[src/rtl/sram_arbiter.sv]
// sram_arbiter: shares one single-port synchronous SRAM between N_PORTS
// requesters using round-robin arbitration with bounded burst locking.
// Ports:
//   clk, rst            - clock, synchronous active-high reset
//   req/write           - per-port request and write (1) / read (0)
//   addr/wdata/wmask    - per-port packed address, write data, byte mask
//   gnt                 - combinational one-hot grant
//   rvalid/rdata        - registered per-port read valid, broadcast data
//   sram_addr/wdata/wen - SRAM command side; sram_rdata - SRAM read data
module sram_arbiter #(
    parameter int N_PORTS    = 3,
    parameter int WIDTH      = 32,
    parameter int ADDR_WIDTH = 11,
    parameter int MAX_BURST  = 2
) (
    input  logic                          clk,
    input  logic                          rst,
    input  logic [N_PORTS-1:0]            req,
    input  logic [N_PORTS-1:0]            write,
    input  logic [N_PORTS*ADDR_WIDTH-1:0] addr,
    input  logic [N_PORTS*WIDTH-1:0]      wdata,
    input  logic [N_PORTS*WIDTH/8-1:0]    wmask,
    output logic [N_PORTS-1:0]            gnt,
    output logic [N_PORTS-1:0]            rvalid,
    output logic [WIDTH-1:0]              rdata,
    output logic [ADDR_WIDTH-1:0]         sram_addr,
    output logic [WIDTH-1:0]              sram_wdata,
    output logic [WIDTH/8-1:0]            sram_wen,
    input  logic [WIDTH-1:0]              sram_rdata
);

    localparam int IW = $clog2(N_PORTS);
    localparam int CW = $clog2(MAX_BURST + 1);
    localparam int BW = WIDTH / 8;

    logic          owner_vld;
    logic [IW-1:0] owner;
    logic [CW-1:0] burst_cnt;
    logic [IW-1:0] ptr;

    logic          keep;
    logic          sel_vld;
    logic [IW-1:0] sel_idx;
    logic [IW-1:0] gnt_idx;
    logic          any_gnt;
    logic          owner_req;

    // Owner's current request; loop avoids indexing past N_PORTS.
    always_comb begin
        owner_req = 1'b0;
        for (int i = 0; i < N_PORTS; i++) begin
            if (owner == IW'(i)) owner_req = req[i];
        end
    end

    // First requester at or after ptr, wrapping modulo N_PORTS.
    always_comb begin
        int j;
        sel_vld = 1'b0;
        sel_idx = '0;
        for (int i = 0; i < N_PORTS; i++) begin
            j = int'(ptr) + i;
            if (j >= N_PORTS) j = j - N_PORTS;
            if (!sel_vld && req[j]) begin
                sel_vld = 1'b1;
                sel_idx = IW'(j);
            end
        end
    end

    assign keep    = owner_vld && owner_req && (burst_cnt < CW'(MAX_BURST));
    assign gnt_idx = keep ? owner : sel_idx;
    assign any_gnt = !rst && (keep || sel_vld);

    always_comb begin
        gnt = '0;
        if (any_gnt) gnt[gnt_idx] = 1'b1;
    end

    // Command mux; idle cycles present port 0 fields with writes disabled.
    always_comb begin
        sram_addr  = addr[ADDR_WIDTH-1:0];
        sram_wdata = wdata[WIDTH-1:0];
        sram_wen   = '0;
        for (int k = 0; k < N_PORTS; k++) begin
            if (gnt[k]) begin
                sram_addr  = addr[k*ADDR_WIDTH +: ADDR_WIDTH];
                sram_wdata = wdata[k*WIDTH +: WIDTH];
                sram_wen   = write[k] ? wmask[k*BW +: BW] : '0;
            end
        end
    end

    assign rdata = sram_rdata;

    always_ff @(posedge clk) begin
        if (rst) begin
            owner_vld <= 1'b0;
            owner     <= '0;
            burst_cnt <= '0;
            ptr       <= '0;
            rvalid    <= '0;
        end else begin
            rvalid <= gnt & ~write;
            if (any_gnt) begin
                owner_vld <= 1'b1;
                owner     <= gnt_idx;
                burst_cnt <= keep ? burst_cnt + 1'b1 : CW'(1);
                ptr       <= (gnt_idx == IW'(N_PORTS - 1)) ? '0 : gnt_idx + 1'b1;
            end else begin
                owner_vld <= 1'b0;
                burst_cnt <= '0;
            end
        end
    end

endmodule

[config.mk]
export PLATFORM = sky130hd
export DESIGN_NAME = sram_arbiter
export DESIGN_NICKNAME = d
export VERILOG_FILES = /design/src/rtl/sram_arbiter.sv
export SDC_FILE = /design/constraint.sdc
export NUM_CORES = 1
export LEC_CHECK = 0
export CAP_MARGIN = 30
export CORE_AREA = 2 2 104 106
export DETAILED_ROUTE_END_ITERATION = 10
export DIE_AREA = 0 0 106 108
export SYNTH_ARGS = -nofsm -noshare
export SYNTH_HDL_FRONTEND = slang
export SYNTH_SLANG_ARGS = --single-unit
[constraint.sdc]
create_clock -name clk -period 3.05 [get_ports clk]
set_input_delay 0.305 -clock clk [delete_from_list [all_inputs] [get_ports clk]]
set_output_delay 0.305 -clock clk [all_outputs]
set_load 0.02 [all_outputs]
Word-level counts from Yosys, hierarchy flattened
Index checks and enable logic that the tools add are counted.
{ "totals": {"regBits": 10, "input_bits": 181, "output_inout_bits": 85} }
{ "op_classes": {"addsub": 7, "order_cmp": 9, "eq_ne": 3, "muxes": 38, "n_bitwise": 4, "n_reduce_logical": 13} }
{ "ops": {"columns": ["cell", "count"], "rows": [
  ["$mux 32", 5],
  ["$lt 32x4->1 const B", 3],
  ["$mux 4", 6],
  ["$mux 11", 2],
  ["$mux 1", 15],
  ["$mux 2", 5],
  ["$sub 3x2->4 const B", 2],
  ["$bmux 1 s2", 3],
  ["$ge 3x2->1 const B", 2],
  ["$logic_and 1x1->1", 6],
  ["$add 2x1->2 const B", 2],
  ["$eq 2x2->1 const B", 2],
  ["$add 2x1->3 const B", 1],
  ["$add 2x2->3 const B", 1],
  ["$and 3x3->3", 1],
  ["$logic_not 1->1", 3],
  ["$lt 2x3->1 const B", 1],
  ["$mux 3", 1],
  ["$not 3->3", 1],
  ["$reduce_or 3->1", 1],
  ["$sub 2x2->3 const B", 1],
  ["$demux 1 s2", 1],
  ["$eq 2x1->1 const B", 1],
  ["$ge 2x1->1 const B", 1],
  ["other kinds (6)", 7]
]} }

Logic depth before layout (Yosys ltp)
{ "depth": {"depth_word": 21, "mapped_depth": 12, "mapped_depth_nobuf": 10} }

Least setup slack after synthesis
OpenSTA, ideal clock, no wires.
{ "synth_path": {"kind": "reg2out", "startpoint": "register ptr[0]", "endpoint": "output sram_addr[0]", "t_arrival_ps": 2638, "required_ps": 2745, "setup_slack_ps": 107, "path_stages_with_launch": 13, "path_cell_list": "dfxtp_1 inv_1 ha_1 clkbuf_1 nor2b_1 o21ai_0 nand3_1 a211oi_1 a211o_2 buf_2 clkbuf_1 o22ai_1 a2bb2oi_1"} }
{ "synth_via": {"elab_chain_cells": 20, "word_cells_on_any_way": 41, "classes_between": "add/sub: 5; order compare: 5; mux: 24; reduce/logical: 7"} }
{ "synth_lines": {"columns": ["item", "line_no", "text"], "rows": [
  ["from (decl)", "39", "logic [IW-1:0] ptr;"],
  ["from (signal assigned)", "109", "ptr <= (gnt_idx == IW'(N_PORTS - 1)) ? '0 : gnt_idx + 1'b1;"],
  ["parallel branches: the longest is 17 deep, another holds $sub 3x2->4", null, null],
  ["$mux 3 *", "77", "if (any_gnt) gnt[gnt_idx] = 1'b1;"],
  ["$mux 11", "86", "if (gnt[k]) begin"],
  ["$mux 11 *", "86", null],
  ["to (decl)", "26", "output logic [ADDR_WIDTH-1:0] sram_addr,"]
]} }
Every way passes the cells marked *. The select of a mux whose other input is x is not followed.

Worst setup path in the final report
{ "layout_path": {"startpoint": "register ptr[0]", "endpoint": "output sram_wdata[21]"} }
{ "layout_via": {"elab_chain_cells": 20, "word_cells_on_any_way": 41, "classes_between": "add/sub: 5; order compare: 5; mux: 24; reduce/logical: 7"} }
{ "layout_lines": {"columns": ["item", "line_no", "text"], "rows": [
  ["parallel branches: the longest is 17 deep, another holds $sub 3x2->4", null, null],
  ["$mux 3 *", "77", null],
  ["$mux 32", "86", null],
  ["$mux 32 *", "86", null],
  ["to (decl)", "27", "output logic [WIDTH-1:0] sram_wdata,"]
]} }
Marks and branches as above.

==> summary.txt <==
Tmin final: 3040 ps
Final Core Density: 0.421
Clock power frac: 0.035
DIE WIDTH: 106 um
Clk Latency, worst-skew pair: 230 ps
DR pass1 iterations: 4
Worst slew pin tran: 421 ps
Int Pwr: 2.40 mW
Yosys top cell by area: a2bb2oi_1
Routed Antenna Nets: 0
Port bufs: 201
Filler cell count: 1048
Rows: 37
Reg2reg setup slack: 430 ps
Area after DPL: 3930 um^2
Max-slew violations: 0
Via count: 2672
Worst Hold Path EP: burst_cnt[1]
Vias in the first global route: 2837
Relative slew slack: 0.717
# clock sinks: 10
GP Congestion: 0.904
Critical-path cell list: buf_6 > ha_4 > mux2i_1 > o221a_2 > buf_6 > a211oi_2 > a211o_2 > a21oi_4 > buf_6 > buf_12 > buf_12 > a2bb2oi_2 > buf_6
H-tree levels: 1
Fmax: 329 MHz
IR Drop Worst-Case VDD: 0.000390 V
Top_reg_cell synth: dfxtp_1
Met2 usage: 0.291
Starting DRC count in detailed routing: 88
Met1 Track Usage GR: 0.171
Largest net degree at the start of global routing: 33
Global-route wire length before repair: 14.1 mm
Dpl hpwl: 7.68 mm
Initial Util: 0.176
Routed WL: 10.0 mm
Crit path kind: reg2out
Worst r2r dst: ptr[0]
Top Usage Layer GRT: met2
Net Count, Synth: 420
Die area: 11400 um^2
CP top delay family: compound AO/OA/AOI/OAI gates
Beginning of the worst register-to-register path: ptr[0]
Hold Crit Class: reg2reg
Register Area: 209 um^2
Worst Hold Launch: burst_cnt[0]
Run status: finished, final reports clean
Post-Layout Inst Area: 4310 um^2
P_sw: 2.24 mW
Number of synthesized flops with an enable pin: 0
Antenna violations before repair: 0
Seq pwr share: 0.046
Global-route met3 utilization: 0.0392
IO Count: 266
Final Setup Violations: 0
Core area: 10200 um^2
Routed vias/inst: 4.71
RSZ-0062 raised after global routing: true
Layout Skew: 3.92 ps
Final Hold Fails: 0
Seq cells post-synth: 10
Root Driver: clkbuf_8
Slowest stage delay, CP: 360 ps
CTS tree: done
Logic pwr share: 0.919
Maxcap violations: 0
Distinct cells, synth: 39
Post-route setup TNS: 0 ps
Chip height: 108 um
CP Max Fanout: 7
Required @ worst endpoint: 2740 ps
Slowest cell on crit path: a211o_2
Critical Path Source Type: register
Tcrit/Tclk final: 0.997
Mean post-synth cell area: 7.67 um^2
Top-count cell post-synth: o22ai_1
TritonCTS buffer count: 3
Sequential area share after synthesis: 0.111
Pwr dens: 1080 nW/um^2
Fin nets: 617
Leak: 1.68 nW
Sw Ratio: 0.482
Critical Path AT: 2740 ps
Post-synth top cells: 43 x o22ai_1, 41 x a2bb2oi_1, 32 x buf_4
Worst Reg-to-Reg Cells: 13
Hold Path Cell Cnt: 2
Hold buffer count at cts: 0
N_diodes: 0
Detailed-route wire length per cell: 17.7 um
Drc violations: 0
Yosys top cell area share: 0.199
Clock edge transition at the registers on the reported setup and hold paths: 50 ps
Cells taking the most area after synthesis: a2bb2oi_1 20%, o22ai_1 15%, buf_4 13%
Aggregate global-route resource usage: 0.153
Ys async rst share: 0
Clock Tree Buf Depth: 2
CP dominant cell by count: buf_6
Layout cell share with drive strength beyond 1: 0.355
CP endpoint kind: output port
GRT Residual Overflow: 0
Layout area overhead: 139%
YS warnings: 0
Mapped Cells: 235
Post-Synthesis Cell Area: 1800 um^2
Multi-input logic area: 1500 um^2
WP buf/inv: 6
[metrics by stage]
step	worst slack, ps	hold WS [ps]	power, mW	cells
after floorplan	107	374	2.37	235
after global routing	-114	460	4.93	567
after detailed placement	-599	434	3.95	550
after CTS	-5.28	439	4.27	564
final	9.30	433	4.65	567
after global placement	-543	415	3.92	550
[sequential cells by signal (all words and copies together) (netlist names)]
name,count
rvalid,3
burst_cnt,2
owner,2
ptr,2
owner_vld,1
[timing repair]
action | in CTS | in global routing
gates cloned | 2 | 0
pin swaps | 6 | 11
resized for setup | 267 | 60
setup buffers | 8 | 4
endpoints found under the setup margin | 50 | 49
[tightest hold or removal path, stage by stage (launching register included)]
cell     delay [ps]
dfxtp_1         310
nand2_1          50
nor2_1           30
[layout make-up]
| class | count | area share |
|---|---|---|
| timing repair buffer | 245 | 0.545 |
| inverter | 5 | 0.00552 |
| sequential | 10 | 0.0485 |
| clock buffer | 4 | 0.0128 |
| multi-input combinational | 167 | 0.349 |
| tap | 136 | 0.0395 |
[worst max-delay path by stage]
stage                      start              to  slack, ps  cells after the start
final                     ptr[0]  sram_wdata[21]          9                     13
after global routing      req[2]  sram_wdata[21]       -110                     12
after CTS                 ptr[0]  sram_wdata[17]         -5                     13
after detailed placement  req[2]  sram_wdata[16]       -600                     11
after global placement    req[0]  sram_wdata[30]       -540                     10
after floorplan           ptr[0]    sram_addr[0]        110                     12
[layer usage]
layer | share of wire | vias to the layer above | wire [um]
met4 | 0.015 | 0 | 151
met1 | 0.38 | 1244 | 3780
li1 | - | 1294 | -
met3 | 0.075 | 12 | 750
met2 | 0.53 | 122 | 5340
met5 | 0 | - | 0
[cell families after synthesis]
kind of cell / after synthesis / share of synthesized area
flops: 10 / 0.111
compound gates: 118 / 0.498
mux: 3 / 0.0167
simple gates: 42 / 0.130
fa+ha+maj: 4 / 0.0278
buf+inv: 58 / 0.216
[layout by cell type (no fill, tap or decap), types with 7 or more instances in the layout]
master           Yosys  routed
buf_2               11      16
a2bb2oi_2            2      26
a21oi_1             12      12
dfxtp_1             10       7
nand2_1             10      10
nor2_1               8       8
o22ai_1             43      43
buf_4               32      57
buf_12               0       8
a2bb2oi_1           41      14
clkdlybuf4s50_1      0     148
buf_6                5       8
[power by group through the flow]
stage	Clock, mW	Sequential [mW]	Combinational, mW
after floorplan	0	0.214	2.15
after global placement	0	0.200	3.72
after detailed placement	0	0.201	3.75
after CTS	0.168	0.202	3.90
after global routing	0.175	0.216	4.53
final	0.165	0.212	4.27
Power figures use the tool's default switching activity.
